--- src/rtl/pwm_pkg.sv ---
// PWM timebase shared definitions.
// Mode encodings, FSM state type and mode decode helper.
package pwm_pkg;

  localparam logic [1:0] MODE_UP   = 2'b00;
  localparam logic [1:0] MODE_DOWN = 2'b01;
  localparam logic [1:0] MODE_UPDN = 2'b10;

  typedef enum logic [1:0] {
    ST_UP,
    ST_DOWN,
    ST_HALT
  } state_t;

  // The reserved encoding 11 behaves as plain up-counting.
  function automatic logic [1:0] mode_decode(input logic [1:0] m);
    return (m == 2'b11) ? MODE_UP : m;
  endfunction

endpackage

--- src/rtl/pwm_timebase_if.sv ---
// PWM timebase control/status bundle.
// master drives configuration, slave is the timebase.
interface pwm_timebase_if #(
  parameter int WIDTH   = 16,
  parameter int PSC_W   = 16,
  parameter int NUM_CMP = 2
) ();

  logic                     en;
  logic                     count_reset;
  logic [1:0]               mode;
  logic                     one_shot;
  logic [WIDTH-1:0]         period;
  logic [PSC_W-1:0]         prescale;
  logic [NUM_CMP*WIDTH-1:0] cmp_val;
  logic [WIDTH-1:0]         count_val;
  logic                     dir;
  logic                     running;
  logic                     tick;
  logic                     ovf;
  logic                     unf;
  logic [NUM_CMP-1:0]       cmp_match;

  modport master (
    output en, count_reset, mode, one_shot,
    output period, prescale, cmp_val,
    input  count_val, dir, running,
    input  tick, ovf, unf, cmp_match
  );

  modport slave (
    input  en, count_reset, mode, one_shot,
    input  period, prescale, cmp_val,
    output count_val, dir, running,
    output tick, ovf, unf, cmp_match
  );

endinterface

--- src/rtl/pwm_prescaler.sv ---
// Linear prescaler: one step every top+1 enabled cycles.
// Counter is held at zero while cleared or disabled.
module pwm_prescaler #(
  parameter int PSC_W = 16
) (
  input  logic             clk,
  input  logic             rst_n,
  input  logic             clr,
  input  logic             en,
  input  logic [PSC_W-1:0] top,
  output logic             step
);

  localparam logic [PSC_W-1:0] ONE = 1;

  logic [PSC_W-1:0] cnt_q;
  logic             hit;

  assign hit  = (cnt_q == top);
  assign step = en && !clr && hit;

  always_ff @(posedge clk or negedge rst_n) begin
    if (!rst_n) begin
      cnt_q <= '0;
    end else if (clr || !en || hit) begin
      cnt_q <= '0;
    end else begin
      cnt_q <= cnt_q + ONE;
    end
  end

endmodule

--- src/rtl/pwm_timebase.sv ---
// PWM timebase: up/down/centre counter with shadowed config,
// one-shot, event pulses and compare strobes.
module pwm_timebase
  import pwm_pkg::*;
#(
  parameter int WIDTH   = 16,
  parameter int PSC_W   = 16,
  parameter int NUM_CMP = 2
) (
  input logic           clk,
  input logic           rst_n,
  pwm_timebase_if.slave bus
);

  localparam logic [WIDTH-1:0] ONE = 1;

  logic               en_q;
  logic [WIDTH-1:0]   period_a;
  logic [PSC_W-1:0]   prescale_a;
  logic [1:0]         mode_a;
  logic [WIDTH-1:0]   count_q, count_d;
  logic               dir_q, dir_d;
  state_t             state_q, state_d;
  logic               run_d, running;
  logic               tick_q, tick_d;
  logic               ovf_q, ovf_d;
  logic               unf_q, unf_d;
  logic [NUM_CMP-1:0] cmp_q, cmp_d;

  logic               en_rise, load_ext, step, upd;
  logic [1:0]         in_mode, cur_mode;
  logic [WIDTH-1:0]   cur_period;
  logic [PSC_W-1:0]   cur_psc;

  assign en_rise  = bus.en && !en_q;
  assign load_ext = bus.count_reset || en_rise;
  assign in_mode  = mode_decode(bus.mode);
  assign running  = (state_q != ST_HALT);

  // A load on this very cycle (enable edge) already governs this step.
  assign cur_mode   = load_ext ? in_mode : mode_a;
  assign cur_period = load_ext ? bus.period : period_a;
  assign cur_psc    = load_ext ? bus.prescale : prescale_a;

  pwm_prescaler #(.PSC_W(PSC_W)) u_psc (
    .clk   (clk),
    .rst_n (rst_n),
    .clr   (bus.count_reset),
    .en    (bus.en && running),
    .top   (cur_psc),
    .step  (step)
  );

  always_comb begin
    count_d = count_q;
    dir_d   = dir_q;
    run_d   = running;
    tick_d  = 1'b0;
    ovf_d   = 1'b0;
    unf_d   = 1'b0;
    upd     = 1'b0;
    if (bus.count_reset) begin
      count_d = '0;
      dir_d   = (in_mode != MODE_DOWN);
      run_d   = 1'b1;
    end else if (bus.en) begin
      if (en_rise) begin
        dir_d = (in_mode != MODE_DOWN);
        run_d = 1'b1;
      end
      if (step) begin
        tick_d = 1'b1;
        unique case (1'b1)
          (cur_mode == MODE_DOWN): begin
            if (count_q == '0) begin
              count_d = cur_period;
              unf_d   = 1'b1;
              upd     = 1'b1;
            end else begin
              count_d = count_q - ONE;
            end
          end
          (cur_mode == MODE_UPDN): begin
            if (cur_period == '0) begin
              count_d = '0;
              ovf_d   = 1'b1;
              unf_d   = 1'b1;
              upd     = 1'b1;
              dir_d   = 1'b1;
            end else if (dir_d) begin
              if (count_q == cur_period) begin
                dir_d   = 1'b0;
                count_d = count_q - ONE;
                ovf_d   = 1'b1;
              end else begin
                count_d = count_q + ONE;
              end
            end else if (count_q == '0) begin
              dir_d   = 1'b1;
              count_d = count_q + ONE;
              unf_d   = 1'b1;
              upd     = 1'b1;
            end else begin
              count_d = count_q - ONE;
            end
          end
          default: begin
            if (count_q == cur_period) begin
              count_d = '0;
              ovf_d   = 1'b1;
              upd     = 1'b1;
            end else begin
              count_d = count_q + ONE;
            end
          end
        endcase
      end
      if (upd) begin
        dir_d = (in_mode != MODE_DOWN);
        if (bus.one_shot) begin
          run_d = 1'b0;
        end
      end
    end
    if (!run_d) begin
      state_d = ST_HALT;
    end else if (dir_d) begin
      state_d = ST_UP;
    end else begin
      state_d = ST_DOWN;
    end
  end

  for (genvar i = 0; i < NUM_CMP; i++) begin : g_cmp
    assign cmp_d[i] = tick_d &&
      (count_d == bus.cmp_val[i*WIDTH +: WIDTH]);
  end

  always_ff @(posedge clk or negedge rst_n) begin
    if (!rst_n) begin
      en_q       <= 1'b0;
      period_a   <= '0;
      prescale_a <= '0;
      mode_a     <= MODE_UP;
      count_q    <= '0;
      dir_q      <= 1'b1;
      state_q    <= ST_UP;
      tick_q     <= 1'b0;
      ovf_q      <= 1'b0;
      unf_q      <= 1'b0;
      cmp_q      <= '0;
    end else begin
      en_q    <= bus.en;
      count_q <= count_d;
      dir_q   <= dir_d;
      state_q <= state_d;
      tick_q  <= tick_d;
      ovf_q   <= ovf_d;
      unf_q   <= unf_d;
      cmp_q   <= cmp_d;
      if (load_ext || upd) begin
        period_a   <= bus.period;
        prescale_a <= bus.prescale;
        mode_a     <= in_mode;
      end
    end
  end

  assign bus.count_val = count_q;
  assign bus.dir       = dir_q;
  assign bus.running   = running;
  assign bus.tick      = tick_q;
  assign bus.ovf       = ovf_q;
  assign bus.unf       = unf_q;
  assign bus.cmp_match = cmp_q;

endmodule

--- src/flat_wrapper.sv ---
// flat-port wrapper written by rule: the top's interface ports become plain ports
module pwm_timebase_flat import pwm_pkg::*;
#(
  parameter int WIDTH   = 16,
  parameter int PSC_W   = 16,
  parameter int NUM_CMP = 2
)
  (clk, rst_n, bus_en, bus_count_reset, bus_mode, bus_one_shot, bus_period, bus_prescale, bus_cmp_val, bus_count_val, bus_dir, bus_running, bus_tick, bus_ovf, bus_unf, bus_cmp_match);
  pwm_timebase_if #(.WIDTH(WIDTH), .PSC_W(PSC_W), .NUM_CMP(NUM_CMP)) bus_i ();
  input logic clk;
  input logic rst_n;
  input wire logic [$bits(bus_i.en)-1:0] bus_en;
  input wire logic [$bits(bus_i.count_reset)-1:0] bus_count_reset;
  input wire logic [$bits(bus_i.mode)-1:0] bus_mode;
  input wire logic [$bits(bus_i.one_shot)-1:0] bus_one_shot;
  input wire logic [$bits(bus_i.period)-1:0] bus_period;
  input wire logic [$bits(bus_i.prescale)-1:0] bus_prescale;
  input wire logic [$bits(bus_i.cmp_val)-1:0] bus_cmp_val;
  output wire logic [$bits(bus_i.count_val)-1:0] bus_count_val;
  output wire logic [$bits(bus_i.dir)-1:0] bus_dir;
  output wire logic [$bits(bus_i.running)-1:0] bus_running;
  output wire logic [$bits(bus_i.tick)-1:0] bus_tick;
  output wire logic [$bits(bus_i.ovf)-1:0] bus_ovf;
  output wire logic [$bits(bus_i.unf)-1:0] bus_unf;
  output wire logic [$bits(bus_i.cmp_match)-1:0] bus_cmp_match;
  assign bus_i.en = bus_en;
  assign bus_i.count_reset = bus_count_reset;
  assign bus_i.mode = bus_mode;
  assign bus_i.one_shot = bus_one_shot;
  assign bus_i.period = bus_period;
  assign bus_i.prescale = bus_prescale;
  assign bus_i.cmp_val = bus_cmp_val;
  assign bus_count_val = bus_i.count_val;
  assign bus_dir = bus_i.dir;
  assign bus_running = bus_i.running;
  assign bus_tick = bus_i.tick;
  assign bus_ovf = bus_i.ovf;
  assign bus_unf = bus_i.unf;
  assign bus_cmp_match = bus_i.cmp_match;
  pwm_timebase #(.WIDTH(WIDTH), .PSC_W(PSC_W), .NUM_CMP(NUM_CMP)) u_core (.clk(clk), .rst_n(rst_n), .bus(bus_i));
endmodule
--- config.mk ---
export PLATFORM = sky130hd
export DESIGN_NAME = pwm_timebase_flat
export DESIGN_NICKNAME = d
export VERILOG_FILES = /design/src/rtl/pwm_pkg.sv /design/src/rtl/pwm_timebase_if.sv /design/src/rtl/pwm_prescaler.sv /design/src/rtl/pwm_timebase.sv /design/src/flat_wrapper.sv
export SDC_FILE = /design/constraint.sdc
export NUM_CORES = 1
export LEC_CHECK = 0
export CAP_MARGIN = 25
export CORE_ASPECT_RATIO = 1.1
export CORE_MARGIN = 2
export CORE_UTILIZATION = 51
export CTS_CLUSTER_SIZE = 24
export DETAILED_ROUTE_END_ITERATION = 8
export MAX_ROUTING_LAYER = met4
export PLACE_DENSITY = 0.78
export SYNTH_ARGS = -nofsm -noshare
export SYNTH_HDL_FRONTEND = slang
export SYNTH_SLANG_ARGS = --single-unit
--- constraint.sdc ---
create_clock -name clk -period 3.8 [get_ports clk]
set_input_delay 0.76 -clock clk [delete_from_list [all_inputs] [get_ports clk]]
set_output_delay 0.76 -clock clk [all_outputs]
set_load 0.005 [all_outputs]
==> impl_metrics.prom <==
# TYPE chip_impl_metric gauge
chip_impl_metric{name="gr-usage-all-layers",unit="%"} 42.1
chip_impl_metric{name="report.final.slew_viol_count",unit=""} 0
chip_impl_metric{name="synth_seq_area_share",unit="%"} 28.5
chip_impl_info{name="run_status",value="complete, no violations"} 1
chip_impl_metric{name="htree_levels",unit=""} 3
chip_impl_metric{name="clockBufferDepth",unit=""} 2
chip_impl_info{name="critPathCaptureType",value="register"} 1
chip_impl_metric{name="ctsHoldBuffers",unit=""} 0
chip_impl_metric{name="timing.max_slew.rel_slack",unit="%"} 55.0
chip_impl_metric{name="async_reset_ff_share",unit="%"} 100
chip_impl_info{name="min_delay_worst_type",value="in -> async"} 1
chip_impl_metric{name="cts.sinks",unit=""} 75
chip_impl_metric{name="final.hold.worst_slack",unit="ns"} 0.344
chip_impl_metric{name="synth_edf_count",unit=""} 0
chip_impl_info{name="yosys_most_used_dff",value="sky130_fd_sc_hd__dfrtp_1"} 1
chip_impl_metric{name="start_util",unit="%"} 52.2
chip_impl_info{name="tritoncts_clock_tree",value="built"} 1
chip_impl_metric{name="report.power.total",unit="W"} 0.00257
chip_impl_metric{name="worstPathRequired",unit="ns"} 4.05
chip_impl_metric{name="vdd_ir_drop_max",unit="mV"} 0.251
chip_impl_info{name="worstSetupPathType",value="in -> reg"} 1
chip_impl_metric{name="synth_to_final_area_change",unit="%"} 43.0
chip_impl_info{name="setup.worst_path.start_class",value="input port"} 1
chip_impl_metric{name="die-area",unit="µm²"} 13900
chip_impl_metric{name="yosysWarningCount",unit=""} 0
chip_impl_metric{name="post_synth_instance_area",unit="µm²"} 6600
chip_impl_metric{name="finalClockSkew",unit="ns"} 0.00911
chip_impl_metric{name="synth_fp_nets",unit=""} 931
chip_impl_metric{name="synth_cell_type_count",unit=""} 78
chip_impl_metric{name="power.density_cell_area",unit="nW/µm²"} 272
chip_impl_metric{name="detail_route.wirelength",unit="µm"} 28700
chip_impl_metric{name="floorplan.die.height",unit="µm"} 123
chip_impl_metric{name="drc_errors",unit=""} 0
chip_impl_metric{name="die-width",unit="µm"} 112
chip_impl_metric{name="rows",unit=""} 43
chip_impl_metric{name="detail-route-antenna-nets",unit=""} 0
chip_impl_metric{name="ports",unit=""} 94
chip_impl_metric{name="cts_inserted_buffers",unit=""} 9
chip_impl_metric{name="worst-path-max-fanout",unit=""} 5
chip_impl_metric{name="slew_worst_pin",unit="ns"} 0.675
chip_impl_metric{name="setup_viol_count_final",unit=""} 0
chip_impl_metric{name="hold_violations",unit=""} 0
chip_impl_metric{name="buffer_ports.inserted",unit=""} 93
chip_impl_metric{name="worst_ep_arrival_time",unit="ns"} 4.01
chip_impl_metric{name="average_size_of_a_mapped_cell",unit="µm²"} 7.73
chip_impl_info{name="clockRootBuffer",value="sky130_fd_sc_hd__clkbuf_16"} 1
chip_impl_metric{name="antenna_cells_inserted",unit=""} 0
chip_impl_metric{name="dp_hpwl",unit="µm"} 22300
chip_impl_metric{name="fmax",unit="GHz"} 0.266
chip_impl_metric{name="syn_inst",unit=""} 854
chip_impl_metric{name="grt_max_degree",unit=""} 76
chip_impl_metric{name="first_pass_iters",unit=""} 6
chip_impl_info{name="grt_setup_unrepaired",value="yes"} 1
chip_impl_metric{name="layout_worst_path_cycle_share",unit="%"} 99.1
chip_impl_metric{name="final.min_clock_period",unit="ns"} 3.76
chip_impl_metric{name="first_global_vias",unit=""} 7851
chip_impl_metric{name="drv.max_cap_violation_count",unit=""} 0
chip_impl_metric{name="synth-seq-cells",unit=""} 75
chip_impl_metric{name="grt_overflow",unit=""} 0
chip_impl_metric{name="routed-via-count",unit=""} 7954
chip_impl_metric{name="clk_transition_reported_paths",unit="ns"} 0.07
chip_impl_metric{name="core_box_area",unit="µm²"} 12600
chip_impl_metric{name="first_pass_grt_wire_length",unit="µm"} 42900
chip_impl_metric{name="gp_congestion",unit=""} 1.03
chip_impl_metric{name="detail_route.vias_per_cell",unit=""} 6.34
chip_impl_metric{name="routed_wire_length_per_instance",unit="µm"} 22.9
chip_impl_metric{name="layout-drive-gt1-share",unit="%"} 25.0
chip_impl_metric{name="leakagePower",unit="nW"} 4.12
chip_impl_metric{name="final_stage_net_count",unit=""} 1169
chip_impl_metric{name="clk-insertion-delay-late",unit="ns"} 0.35
chip_impl_metric{name="grt_antenna_before_repair",unit=""} 0
chip_impl_metric{name="detailedRoute.firstIterationViolations",unit=""} 985
where the power goes:
part,total [W],leakage [nW],switching (W),internal (W)
registers,0.000878,0.970,0.0000384,0.000839
clock network,0.000948,0.157,0.000370,0.000578
logic,0.000741,3.00,0.000393,0.000348
total,0.00257,4.12,0.000802,0.00177
layout make-up:
type	instances	area [µm²]
fillers	970	3210
well taps	157	196
flip-flops and latches	75	1880
clock inverters	6	91.3
clock buffers	10	229
inverters	43	161
multi-input cells	680	4480
repair buffers	283	2400
synth_stat cells (10+ instances only):
cell type,number,area [µm²]
sky130_fd_sc_hd__mux2_2,19,214
sky130_fd_sc_hd__mux2i_1,18,180
sky130_fd_sc_hd__dfrtp_1,74,1850
sky130_fd_sc_hd__a21oi_1,33,165
sky130_fd_sc_hd__nand4_1,14,87.6
sky130_fd_sc_hd__nor4_1,18,113
sky130_fd_sc_hd__nand3_1,36,180
sky130_fd_sc_hd__buf_2,12,60.1
sky130_fd_sc_hd__nor3_1,22,110
sky130_fd_sc_hd__xor2_1,26,228
sky130_fd_sc_hd__o21ai_0,48,240
sky130_fd_sc_hd__nand2b_1,17,106
sky130_fd_sc_hd__inv_1,41,154
sky130_fd_sc_hd__nor2_1,78,293
sky130_fd_sc_hd__and3_1,10,62.6
sky130_fd_sc_hd__o221ai_1,10,87.6
sky130_fd_sc_hd__clkbuf_1,39,146
sky130_fd_sc_hd__nand2_1,113,424
sky130_fd_sc_hd__a31oi_1,13,81.3
sky130_fd_sc_hd__xnor2_1,48,420
cell usage in the layout (no fill, tap or decap), types with 5 or more instances in the layout:
master	count
sky130_fd_sc_hd__o211ai_1	8
sky130_fd_sc_hd__o21a_1	5
sky130_fd_sc_hd__nor2b_1	8
sky130_fd_sc_hd__a31oi_1	12
sky130_fd_sc_hd__ha_1	5
sky130_fd_sc_hd__a22o_1	5
sky130_fd_sc_hd__and2_1	8
sky130_fd_sc_hd__a21o_1	8
sky130_fd_sc_hd__o21ai_0	45
sky130_fd_sc_hd__nand2_1	113
sky130_fd_sc_hd__clkdlybuf4s50_1	86
sky130_fd_sc_hd__o22ai_1	9
sky130_fd_sc_hd__dfrtp_1	74
sky130_fd_sc_hd__a211oi_1	9
sky130_fd_sc_hd__nand2b_1	15
sky130_fd_sc_hd__nor3_1	20
sky130_fd_sc_hd__mux2_2	19
sky130_fd_sc_hd__xor2_1	25
sky130_fd_sc_hd__and3_1	10
sky130_fd_sc_hd__nor4_1	17
sky130_fd_sc_hd__nand3_1	36
sky130_fd_sc_hd__nand4_1	14
sky130_fd_sc_hd__o21ai_1	5
sky130_fd_sc_hd__buf_4	185
sky130_fd_sc_hd__inv_1	40
sky130_fd_sc_hd__xnor2_1	47
sky130_fd_sc_hd__nor2_1	76
sky130_fd_sc_hd__a21oi_1	29
sky130_fd_sc_hd__clkbuf_16	9
sky130_fd_sc_hd__o221ai_1	10
sky130_fd_sc_hd__mux2i_1	18
timing repair:
action	4_1_cts	5_1_grt
endpoints found under the setup margin	42	25
resized for setup	24	25
gates cloned	1	0
pin swaps	8	11
setup buffers	4	1
stage by stage:
step | utilization (%) | instance area (µm²) | cells | setup slack, ns | setup TNS [ns]
3_3_place_gp | 70.3 | 8880 | 1231 | -0.690 | -24.12
5_1_grt | 74.6 | 9440 | 1254 | -0.175 | -0.348
3_5_place_dp | 70.3 | 8880 | 1231 | -0.771 | -26.88
4_1_cts | 73.7 | 9320 | 1252 | 0.0116 | 0
2_1_floorplan | - | 6630 | 854 | 0.00474 | 0
6_report | 74.6 | 9440 | 1254 | 0.0355 | 0
kinds of logic after synthesis:
group | count (synthesis) | share of synthesized area, %
compound gates | 208 | 22.0
xor+xnor | 75 | 10.1
fa+ha+maj | 6 | 1.14
buf+inv | 100 | 6.32
flops | 75 | 28.5
mux | 37 | 5.97
simple gates | 353 | 26.0
layer usage:
| metal | share of wire (%) | up-vias | track usage (%) |
|---|---|---|---|
| met3 | 8.3 | 160 | 6.76 |
| met2 | 47 | 521 | 69.5 |
| met5 | 0 | - | - |
| met4 | 8.1 | 0 | 27.7 |
| li1 | - | 3554 | - |
| met1 | 36 | 3719 | 47.7 |
registers in the layout, summed over array words and instances, names as in the netlist:
name                  cells
u_core.state_q            2
u_core.en_q               1
u_core.bus.tick           1
u_core.u_psc.cnt_q       16
u_core.bus.count_val     16
u_core.bus.ovf            1
u_core.bus.dir            1
u_core.bus.unf            1
u_core.bus.cmp_match      2
u_core.prescale_a        16
u_core.mode_a             2
u_core.period_a          16
critical path, stage by stage:
cell and delay [ns]:
sky130_fd_sc_hd__clkdlybuf4s50_1 0.49, sky130_fd_sc_hd__buf_4 0.19, sky130_fd_sc_hd__nor4_2 0.28, sky130_fd_sc_hd__buf_4 0.16, sky130_fd_sc_hd__nand4_1 0.16, sky130_fd_sc_hd__a22oi_2 0.19
sky130_fd_sc_hd__buf_4 0.17, sky130_fd_sc_hd__buf_4 0.12, sky130_fd_sc_hd__nand2b_1 0.14, sky130_fd_sc_hd__o21ai_0 0.08, sky130_fd_sc_hd__a31oi_1 0.27, sky130_fd_sc_hd__o21ai_1 0.15
sky130_fd_sc_hd__nand3_1 0.15, sky130_fd_sc_hd__nor2_1 0.08, sky130_fd_sc_hd__a31oi_1 0.15, sky130_fd_sc_hd__nand4_1 0.16, sky130_fd_sc_hd__a2111oi_4 0.33
worst paths after layout:
kind                                         start                       to  slack [ns]  cells after the start
max                                  bus_period[3]  u_core.bus.cmp_match[1]        0.04                     17
min in group clk              u_core.prescale_a[5]     u_core.prescale_a[5]        0.47                      2
max reg2reg                u_core.bus.count_val[4]  u_core.bus.cmp_match[1]        0.06                     16
min reg2reg                   u_core.prescale_a[5]     u_core.prescale_a[5]        0.47                      2
max in group asynchronous                    rst_n    u_core.prescale_a[12]        2.84                      2
min                                          rst_n       u_core.period_a[3]        0.34                      1
(Power assumes the default switching activity.)
